===== config.mk =====
export PLATFORM = sky130hd
export DESIGN_NAME = sm_result_fifo_flat
export DESIGN_NICKNAME = d
export VERILOG_FILES = /design/src/rtl/sm_result_fifo_if.sv /design/src/rtl/sm_result_fifo.sv /design/src/flat_wrapper.sv
export SDC_FILE = /design/constraint.sdc
export NUM_CORES = 1
export LEC_CHECK = 0
export ABC_CLOCK_PERIOD_IN_PS = 3200
export BUFFER_PORTS_ARGS = -buffer_cell sky130_fd_sc_hd__buf_4
export CORE_ASPECT_RATIO = 1.25
export CORE_MARGIN = 5
export CORE_UTILIZATION = 53
export DETAILED_ROUTE_END_ITERATION = 6
export PLACE_DENSITY = 0.75
export SYNTH_ARGS = -nofsm -noshare
export SYNTH_HDL_FRONTEND = slang
export SYNTH_SLANG_ARGS = --single-unit

===== constraint.sdc =====
create_clock -name clk -period 3.2 [get_ports clk]
set_input_delay 0.48 -clock clk [delete_from_list [all_inputs] [get_ports clk]]
set_output_delay 0.48 -clock clk [all_outputs]
set_load 0.01 [all_outputs]

===== src/rtl/sm_result_fifo_if.sv =====
// Handshake bundle between the stack machine, the result FIFO and its consumer.
// The FIFO itself takes the slave view.
interface sm_result_fifo_if #(
    parameter int DW = 20
);
    logic          d_valid;
    logic [DW-1:0] in_data;
    logic          out_valid;
    logic [DW-1:0] out_data;
    logic          out_ready;

    modport master (
        output d_valid, in_data, out_ready,
        input  out_valid, out_data
    );

    modport slave (
        input  d_valid, in_data, out_ready,
        output out_valid, out_data
    );
endinterface


===== src/rtl/sm_result_fifo.sv =====
// First-word-fall-through result queue behind the stack machine, with sticky
// overflow, a wrapping accepted-result counter and a registered done flag.
module sm_result_fifo #(
    parameter int DEPTH = 8,
    parameter int DW    = 20
) (
    input  logic                     clk,
    input  logic                     rst_n,
    input  logic                     fin,
    sm_result_fifo_if.slave          bus,
    output logic [$clog2(DEPTH):0]   count,
    output logic                     full,
    output logic                     empty,
    output logic                     overflow,
    output logic [9:0]               res_cnt,
    output logic                     done
);
    localparam int AW = $clog2(DEPTH);

    logic [DW-1:0] mem [DEPTH];
    logic [AW-1:0] wp;
    logic [AW-1:0] rp;
    logic [AW:0]   count_next;
    logic          pop;
    logic          push_ok;

    assign empty         = (count == '0);
    assign full          = (count == (AW+1)'(DEPTH));
    assign bus.out_valid = !empty;
    assign bus.out_data  = empty ? '0 : mem[rp];

    // A full queue still takes a word when the head leaves in the same cycle.
    assign pop     = !empty & bus.out_ready;
    assign push_ok = bus.d_valid & (!full | pop);

    always_comb begin
        count_next = count;
        if (push_ok && !pop)
            count_next = count + (AW+1)'(1);
        else if (pop && !push_ok)
            count_next = count - (AW+1)'(1);
    end

    always_ff @(posedge clk or negedge rst_n) begin
        if (!rst_n) begin
            wp       <= '0;
            rp       <= '0;
            count    <= '0;
            res_cnt  <= '0;
            overflow <= 1'b0;
            done     <= 1'b0;
        end else begin
            count <= count_next;
            done  <= fin & (count_next == '0) & !bus.d_valid;
            if (push_ok) begin
                wp      <= wp + AW'(1);
                res_cnt <= res_cnt + 10'd1;
            end
            if (pop)
                rp <= rp + AW'(1);
            if (bus.d_valid && !push_ok)
                overflow <= 1'b1;
        end
    end

    // Storage is left unreset; its contents are masked while the queue is empty.
    always_ff @(posedge clk) begin
        if (push_ok)
            mem[wp] <= bus.in_data;
    end
endmodule


===== src/flat_wrapper.sv =====
// flat-port wrapper written by rule: the top's interface ports become plain ports
module sm_result_fifo_flat 
#(
    parameter int DEPTH = 8,
    parameter int DW    = 20
)
  (clk, rst_n, fin, count, full, empty, overflow, res_cnt, done, bus_d_valid, bus_in_data, bus_out_ready, bus_out_valid, bus_out_data);
  sm_result_fifo_if #(.DW(DW)) bus_i ();
  input  logic clk;
  input  logic rst_n;
  input  logic fin;
  output logic [$clog2(DEPTH):0] count;
  output logic full;
  output logic empty;
  output logic overflow;
  output logic [9:0] res_cnt;
  output logic done;
  input wire logic [$bits(bus_i.d_valid)-1:0] bus_d_valid;
  input wire logic [$bits(bus_i.in_data)-1:0] bus_in_data;
  input wire logic [$bits(bus_i.out_ready)-1:0] bus_out_ready;
  output wire logic [$bits(bus_i.out_valid)-1:0] bus_out_valid;
  output wire logic [$bits(bus_i.out_data)-1:0] bus_out_data;
  assign bus_i.d_valid = bus_d_valid;
  assign bus_i.in_data = bus_in_data;
  assign bus_i.out_ready = bus_out_ready;
  assign bus_out_valid = bus_i.out_valid;
  assign bus_out_data = bus_i.out_data;
  sm_result_fifo #(.DEPTH(DEPTH), .DW(DW)) u_core (.clk(clk), .rst_n(rst_n), .fin(fin), .bus(bus_i), .count(count), .full(full), .empty(empty), .overflow(overflow), .res_cnt(res_cnt), .done(done));
endmodule

==> run metrics <==
drt drc=0; clock power share=0.244; setup TNS=0 ns; Setup Slack @ Placement=0.819 ns; port bufs=63; area leader, netlist=edfxtp_1; slowest CP cell=or3b_1; Worst setup EP type=output pin; total CTS buffers=17; starting density of the core=0.533; sequential area share after synthesis=0.734; Yosys cell types=40; Placeable Area=0.0137 mm²; Final setup viols=0; max frequency=353 MHz; H-Tree Depth=4; Yosys warning total=0; area grow syn2layout=18.5%; antenna cells=0; VDD IR max=0.000536 V; CTS hold repair buffers=1; vias=3753; root buffer cell=clkbuf_16; CP arrival=2.35 ns; RSZ-0062 raised after global routing=false; worst-margin pin slew=0.703 ns; power share of the sequential group=0.415; Comb pwr share=0.341; die footprint=0.0162 mm²; first-pass GRT wire length=21.2 mm; worst r2r src=u_core.count[1]; post-CTS setup buffer count=0; commonest non-fill, non-tap cell in the layout=edfxtp_1; Hold Path Class=in -> reg; Syn Inst Count=379; final worst slack=0.368 ns; maximum fanout along the worst path=23; Post-DRT Antenna Nets=0; asr flop ratio synth=0.121; share of layout cells above drive strength 1=0.341; Max stage delay on crit path=0.52 ns; Int Power=0.00546 W; critical path startpoint=u_core.count[0]; Num Clock Sinks=182; R2R setup slack=0.84 ns; hold_ws=0.295 ns; Mapped Nets=409; initial antenna violation count=0; Min Clock Period, post-route=2.83 ns; switching part of the total=0.310; PwrDens=915 mW/mm²; CTS tree=yes; crit share post-route=0.885; EDFF count, synth=160; outcome=completed; io pins=64; Total GRT Usage=0.176; Die Ht=141 µm; DP Wirelength=8.31 mm; Sw Pwr=0.00246 W; synth top area cells=edfxtp_1 66%, mux4_2 12%, dfrtp_1 7.5%; clk buf depth=2; Layout Nets=489; Clock transition at path regs=0.07 ns; GPL Wtd Cong=0.789; CP Launch Type=flop; DR pass1 iterations=4; final WL=13.6 mm; r2r endpoint=u_core.mem[4][14]; Crit path max-delay family=simple AND/OR/NAND/NOR gates; share of Yosys cell area claimed by the top area cell type=0.658; # resized after CTS=0; Rel. slew slack=0.531; wire length per cell=21.0 µm; Setup Skew=0.00841 ns; vias in the first global route=3804; CP Buf/Inv Count=3; Hold Vio Cnt, Final=0; max-slew violations=0; crit path to=bus_out_data[4]; Max Cap Viol=0; Synth Flop Type=edfxtp_1; DR vias/cell=5.80; DR iter-0 viols=238; critical path type=reg -> out; Rows=48; cells on worst reg2reg path=7; critical-path cell list=inv_1 > ha_1 > or3b_1 > inv_4 > nor2_1 > buf_4; GRT overflow=0; Die Width=115 µm; synthesized flop and latch total=182; Mean Syn Cell Area=19.3 µm²; clk_lat worst skew=0.41 ns; Pleak=3.10 nW; Cell Area, Synth=0.00730 mm²; data required time of the critical path=2.72 ns; WP depth=6; most frequent cells in the layout=160 x edfxtp_1, 76 x buf_4, 40 x mux4_2; largest net degree at the start of global routing=34
logic make-up (layout without fill, tap and decap cells):
| logic type | Yosys count | in the layout | synth area share |
|---|---|---|---|
| flops | 182 | 182 | 0.734 |
| simple gates | 80 | 80 | 0.0557 |
| mux | 62 | 62 | 0.154 |
| buf+inv | 23 | 116 | 0.0168 |
| xor+xnor | 14 | 14 | 0.0168 |
| compound gates | 13 | 13 | 0.0146 |
| fa+ha+maj | 5 | 5 | 0.00857 |
layer usage:
metal / vias to the layer above / share of wire / GRT usage
li1: 1663 / - / -
met2: 111 / 0.51 / 0.284
met1: 1970 / 0.42 / 0.242
met4: 0 / 0.010 / 0.0532
met5: - / 0 / 0
met3: 9 / 0.057 / 0.0391
flip-flops by register name, summed over array words and instances (netlist names):
signal	cells
u_core.rp	3
u_core.count	4
u_core.done	1
u_core.mem	160
u_core.wp	3
u_core.res_cnt	10
u_core.overflow	1
through the flow:
step                       util  instances  area [µm²]  power [W]
final                     0.632        647        8650    0.00792
after global routing      0.632        647        8650    0.00834
after CTS                 0.632        647        8650    0.00803
after detailed placement  0.591        614        8090    0.00608
after global placement    0.591        614        8090    0.00603
after floorplan               -        379        7310    0.00499
power groups by stage:
stage	combinational [W]	clock [W]	sequential, W
2_1_floorplan	0.00175	0	0.00324
3_3_place_gp	0.00272	0	0.00331
3_5_place_dp	0.00274	0	0.00334
4_1_cts	0.00276	0.00198	0.00330
5_1_grt	0.00293	0.00208	0.00333
6_report	0.00270	0.00193	0.00329
Yosys cell counts (all sizes together) (4+ instances only):
master  count
edfxtp    160
mux4       40
nor2       28
dfrtp      22
mux2i      20
buf        18
nand2      16
xnor2      11
ha          5
nand4       5
nor3        5
and2        4
inv         4
nand3       4
cell type report:
cell class / instances / area (µm²)
Fill cell: 966 / 5040
Clock buffer: 18 / 429
Inverter: 4 / 17.5
Tap cell: 175 / 219
Timing Repair Buffer: 80 / 641
Sequential cell: 182 / 5360
Clock inverter: 14 / 125
Multi-Input combinational cell: 174 / 1860
how the worst min path moves through the flow:
stage / to / startpoint / cells after the start
6_report: u_core.mem[4][9] / bus_in_data[9] / 1
2_1_floorplan: u_core.count[0] / rst_n / 0
3_5_place_dp: u_core.overflow / rst_n / 1
5_1_grt: u_core.mem[6][9] / bus_in_data[9] / 1
4_1_cts: u_core.mem[5][9] / bus_in_data[9] / 1
3_3_place_gp: u_core.overflow / rst_n / 1
No activity file was read; power rests on OpenSTA's default activity.
